### src/rtl/prg_dma_loader.sv
// Owns the PET DMA write port during HPS downloads: parses .PRG headers, streams the payload
// into RAM, patches the BASIC end-of-program pointer, and loads system-ROM images at $8000.
module prg_dma_loader #(
    parameter logic [7:0]  PRG_INDEX = 8'h41,
    parameter logic [7:0]  ROM_INDEX = 8'h02,
    parameter logic [15:0] RAM_TOP   = 16'h8000,
    parameter logic [15:0] VARTAB    = 16'h002A
) (
    input  logic        clk,
    input  logic        reset_n,
    input  logic        ioctl_download,
    input  logic [7:0]  ioctl_index,
    input  logic        ioctl_wr,
    input  logic [24:0] ioctl_addr,
    input  logic [7:0]  ioctl_dout,
    output logic        ioctl_wait,
    output logic [15:0] dma_addr,
    output logic [7:0]  dma_din,
    output logic        dma_we,
    output logic        rom_hold,
    output logic        busy,
    output logic        err
);

    typedef enum logic [2:0] {
        StIdle, StHdrLo, StHdrHi, StPrgData, StRomData, StFixLo, StFixGap, StFixHi
    } state_t;

    state_t      state_q;
    state_t      start_state;
    logic        dl_q;
    logic        pend_q;
    logic [7:0]  pend_idx_q;
    logic [15:0] ptr_q;
    logic        dl_rise;
    logic        dl_fall;
    logic [7:0]  start_idx;

    assign dl_rise = ioctl_download & ~dl_q;
    assign dl_fall = ~ioctl_download & dl_q;

    // A start latched during the fixup takes priority over the live index.
    always_comb begin
        start_idx   = pend_q ? pend_idx_q : ioctl_index;
        start_state = StIdle;
        if (start_idx == PRG_INDEX) begin
            start_state = StHdrLo;
        end else if (start_idx == ROM_INDEX) begin
            start_state = StRomData;
        end
    end

    assign busy       = (state_q != StIdle);
    assign ioctl_wait = (state_q == StFixLo) || (state_q == StFixGap) || (state_q == StFixHi);

    always_ff @(posedge clk or negedge reset_n) begin
        if (!reset_n) begin
            state_q    <= StIdle;
            dl_q       <= 1'b0;
            pend_q     <= 1'b0;
            pend_idx_q <= 8'h00;
            ptr_q      <= 16'h0000;
            dma_addr   <= 16'h0000;
            dma_din    <= 8'h00;
            dma_we     <= 1'b0;
            rom_hold   <= 1'b0;
            err        <= 1'b0;
        end else begin
            dl_q     <= ioctl_download;
            dma_we   <= 1'b0;
            // Stays high for one cycle after ROM_DATA is left.
            rom_hold <= (state_q == StRomData);
            unique case (state_q)
                StIdle: begin
                    if (dl_rise) begin
                        state_q <= start_state;
                        if (start_state == StHdrLo)   err      <= 1'b0;
                        if (start_state == StRomData) rom_hold <= 1'b1;
                    end
                end
                StHdrLo: begin
                    if (dl_fall) begin
                        err     <= 1'b1;
                        state_q <= StIdle;
                    end else if (ioctl_wr) begin
                        ptr_q[7:0] <= ioctl_dout;
                        state_q    <= StHdrHi;
                    end
                end
                StHdrHi: begin
                    if (dl_fall) begin
                        err     <= 1'b1;
                        state_q <= StIdle;
                    end else if (ioctl_wr) begin
                        ptr_q[15:8] <= ioctl_dout;
                        state_q     <= StPrgData;
                    end
                end
                StPrgData: begin
                    if (ioctl_wr) begin
                        if (ptr_q < RAM_TOP) begin
                            dma_we   <= 1'b1;
                            dma_addr <= ptr_q;
                            dma_din  <= ioctl_dout;
                            ptr_q    <= ptr_q + 16'd1;
                        end else begin
                            err <= 1'b1;
                        end
                    end
                    if (dl_fall) state_q <= StFixLo;
                end
                StRomData: begin
                    if (ioctl_wr && (ioctl_addr < 25'h8000)) begin
                        dma_we   <= 1'b1;
                        dma_addr <= {1'b1, ioctl_addr[14:0]};
                        dma_din  <= ioctl_dout;
                    end
                    if (dl_fall) state_q <= StIdle;
                end
                StFixLo: begin
                    dma_we   <= 1'b1;
                    dma_addr <= VARTAB;
                    dma_din  <= ptr_q[7:0];
                    state_q  <= StFixGap;
                    if (dl_rise) begin
                        pend_q     <= 1'b1;
                        pend_idx_q <= ioctl_index;
                    end
                end
                StFixGap: begin
                    state_q <= StFixHi;
                    if (dl_rise) begin
                        pend_q     <= 1'b1;
                        pend_idx_q <= ioctl_index;
                    end
                end
                StFixHi: begin
                    dma_we   <= 1'b1;
                    dma_addr <= VARTAB + 16'd1;
                    dma_din  <= ptr_q[15:8];
                    pend_q   <= 1'b0;
                    if (pend_q || dl_rise) begin
                        state_q <= start_state;
                        if (start_state == StHdrLo)   err      <= 1'b0;
                        if (start_state == StRomData) rom_hold <= 1'b1;
                    end else begin
                        state_q <= StIdle;
                    end
                end
            endcase
        end
    end

endmodule

### config.mk
export PLATFORM = sky130hd
export DESIGN_NAME = prg_dma_loader
export DESIGN_NICKNAME = d
export VERILOG_FILES = /design/src/rtl/prg_dma_loader.sv
export SDC_FILE = /design/constraint.sdc
export NUM_CORES = 1
export LEC_CHECK = 0
export CAP_MARGIN = 15
export CORE_AREA = 5 5 116 74
export CTS_CLUSTER_SIZE = 40
export DETAILED_ROUTE_END_ITERATION = 10
export DIE_AREA = 0 0 121 79
export GPL_TIMING_DRIVEN = 0
export MAX_ROUTING_LAYER = met4
export PLACE_DENSITY_LB_ADDON = 0.2
export SLEW_MARGIN = 0
export SYNTH_ARGS = -nofsm -noshare
export SYNTH_HDL_FRONTEND = slang
export SYNTH_SLANG_ARGS = --single-unit
export TNS_END_PERCENT = 100
### constraint.sdc
create_clock -name clk -period 2.2 [get_ports clk]
set_clock_uncertainty 0.1 [all_clocks]
set_input_delay 0.55 -clock clk [delete_from_list [all_inputs] [get_ports clk]]
set_output_delay 0.55 -clock clk [all_outputs]
set_load 0.005 [all_outputs]
==> reports/summary.txt <==
Worst R2R End: dma_din[2]$_DFFE_PN0P_
layout cells sized above 1: 15.4%
WL/cell: 18.4 µm
xor/xnor share of the synthesized area: 0.269%
Int Pwr: 3.79 mW
Mapped Avg Cell Area: 9.48 µm²
Synth top cells by count: 56 x dfrtp_1, 41 x nand2_1, 28 x nor2_1, 25 x a21oi_1, 15 x o21ai_0
max-slew violations: 0
Crit Path Category: input pin to register
first-pass GRT wire length: 15800 µm
vias per inst: 5.63
register area share after synthesis: 43.1%
FF-to-FF setup slack: 0.23 ns
Synth Area in Simple Gates: 18.2%
via count: 3021
Post-Syn Area: 3250 µm²
DR DRC count: 0
Die H: 79 µm
Synth Area in Compound Gates: 23.0%
Reg2Reg Depth: 6
H-tree depth: 2
core region area: 7540 µm²
Total Wirelength: 9880 µm
status: complete, no violations
largest net degree at the start of global routing: 40
mux contribution to synthesized area: 9.47%
M1 WL: 5080 µm
synthesis-to-layout area growth: 34.4%
r2r startpoint: state_q[1]$_DFFE_PN0P_
drt first pass iters: 6
main combinational cell family by area after synthesis: compound AO/OA/AOI/OAI gates
crit share post-route: 95.0%
met3 wire len: 854 µm
Ys Warns: 0
VDD IR-drop max: 0.562 mV
most frequent cell after synthesis: dfrtp_1
switching share of power: 40.6%
Routed Antenna Nets: 0
Cell Area, Placed: 4130 µm²
Mapped Nets: 389
Worst-Margin Slew: 0.447 ns
Comb power frac: 52.8%
global route total overflow: 0
asr flop ratio synth: 100%
unrepaired setup endpoints after global routing: no
met2 WL: 3830 µm
Worst Path Max Fanout: 8
total die area: 9560 µm²
post-synth top area share: 43.1%
cell accounting for the most synthesized area: dfrtp_1
gpl congestion: 0.932
Total Routing Usage GR: 21.9%
vias in the first global route: 2823
ys flop type: dfrtp_1
CP endpoint kind: register
Startpoint Class: input pin
switching pwr: 2.59 mW
num rows: 25
Leakage Power: 1.82 nW
clock network power share: 15.1%
largest cells by area after synthesis: dfrtp_1 43%, nand2_1 4.7%, a21oi_1 3.8%
fmax: 478 MHz
Iter 0 DRT Violations: 276
TritonCTS clock tree: yes
clk sinks: 56
worst endpoint required time: 2.29 ns
IO Port Bufs: 73
Synth Area in Adders: 0.385%
Fin. Hold Viols: 0
HP Class: input pin to asynchronous set/reset pin
clock latency on the worst-skew pair: 0.30 ns
Synth Register Bits: 56
CTS buffer count: 5
count of different cell masters after synthesis: 59
n_diodes: 0
sequential share of power: 32.1%
cell area power density: 1460 nW/µm²
Post-synth EDFFs: 0
Max Cap Violations: 0
Clock Pin Slew Worst Setup and Hold Paths: 0.07 ns
worst hold margin: 0.0800 ns
crit path launch: ioctl_download
WP data arrival: 2.18 ns
# IOs: 74
Root Driver: clkbuf_16
initial antenna violation count: 0
Design Area, Final: 4370 µm²
Gate Count Post-Synth: 343
Top Layer Used: met4
Max clock buf depth: 2
slew margin rel.: 70.2%
Min Clock Period, post-route: 2.09 ns
chip width: 121 µm
Initial Util: 43.1%
cts hold-fix bufs: 0
setup violators final: 0
Final HPWL DP: 7480 µm
nets: 474
-- cell usage in the layout, fill, tap and decap left out, drive strengths merged, types with 5 or more instances in the layout --
cell / Yosys / final
nor3: 6 / 6
o22ai: 5 / 5
inv: 9 / 9
clkdlybuf4s50: 0 / 69
nand2: 42 / 42
mux2: 17 / 17
mux2i: 9 / 9
nor2: 30 / 30
and3: 6 / 6
nand3: 7 / 7
clkbuf: 4 / 11
o21ai: 29 / 29
buf: 19 / 24
a21oi: 34 / 34
a22oi: 12 / 12
dfrtp: 56 / 56
-- worst max-delay path by stage --
stage / endpoint / slack [ns] / cells after the start
2_1_floorplan: dma_din[1]$_DFFE_PN0P_ / 0.44 / 4
3_3_place_gp: dma_addr[13]$_DFFE_PN0P_ / -1.37 / 1
3_5_place_dp: dma_din[7]$_DFFE_PN0P_ / -0.36 / 5
4_1_cts: dma_din[7]$_DFFE_PN0P_ / 0.02 / 5
5_1_grt: ptr_q[14]$_DFFE_PN0P_ / 0.03 / 7
6_report: pend_idx_q[0]$_DFFE_PN0P_ / 0.11 / 5
-- per-stage QoR --
stage                     instances  worst slack (ns)  TNS, ns  total power [mW]  util, %
final                           537             0.109        0              6.38     58.0
after global routing            537            0.0298        0              6.84     58.0
after CTS                       535            0.0225        0              6.35     57.6
after detailed placement        525            -0.365   -13.09              5.34     54.8
after global placement          524             -1.37   -85.17              5.24     54.6
after floorplan                 343             0.437        0              4.03        -
-- state kept, by name, indices dropped and copies added, names as in the netlist --
signal and flops:
pend_q 1, dl_q 1, dma_din 8, dma_addr 16
ptr_q 16, pend_idx_q 8, dma_we 1, state_q 3
rom_hold 1, err 1
-- critical path: stages --
cell	delay (ns)
clkdlybuf4s50_1	0.53
nor2b_2	0.33
and3_1	0.20
buf_2	0.21
mux2_1	0.35
-- layout make-up --
cell class                 count  area, µm²
tap                          108        135
multi-input combinational    255       1690
fill                         682       3170
sequential                    56       1400
inverter                       9       33.8
buffer                        23        154
clock inverter                 2       38.8
clock buffer                   6        139
timing repair buffer          78        776
-- power groups by stage --
stage               logic, mW  clock network [mW]  registers (mW)
global route             3.69                1.03            2.12
finish                   3.37               0.965            2.05
floorplan                2.13                   0            1.90
CTS                      3.34               0.982            2.03
global placement         3.22                   0            2.03
detailed placement       3.28                   0            2.05
-- metal layers --
metal | up-vias | track usage, %
met5 | - | -
li1 | 1429 | -
met3 | 13 | 4.34
met4 | 0 | 4.75
met2 | 138 | 28.1
met1 | 1441 | 34.9
-- timing repair --
| action | 4_1_cts | 5_1_grt |
|---|---|---|
| setup buffers | 2 | 2 |
| gates resized for setup | 6 | 4 |
| setup endpoints to repair | 13 | 24 |
| pin swaps | 1 | 1 |
-- cells by family after synthesis --
kind of cell               after synthesis
buffers and inverters                   32
adders and majority gates                1
AOI/OAI and AO/OA                      111
xor gates and xnor gates                 1
DFF                                     56
muxes                                   26
and+or+nand+nor                        116
Power figures use the tool's default switching activity.
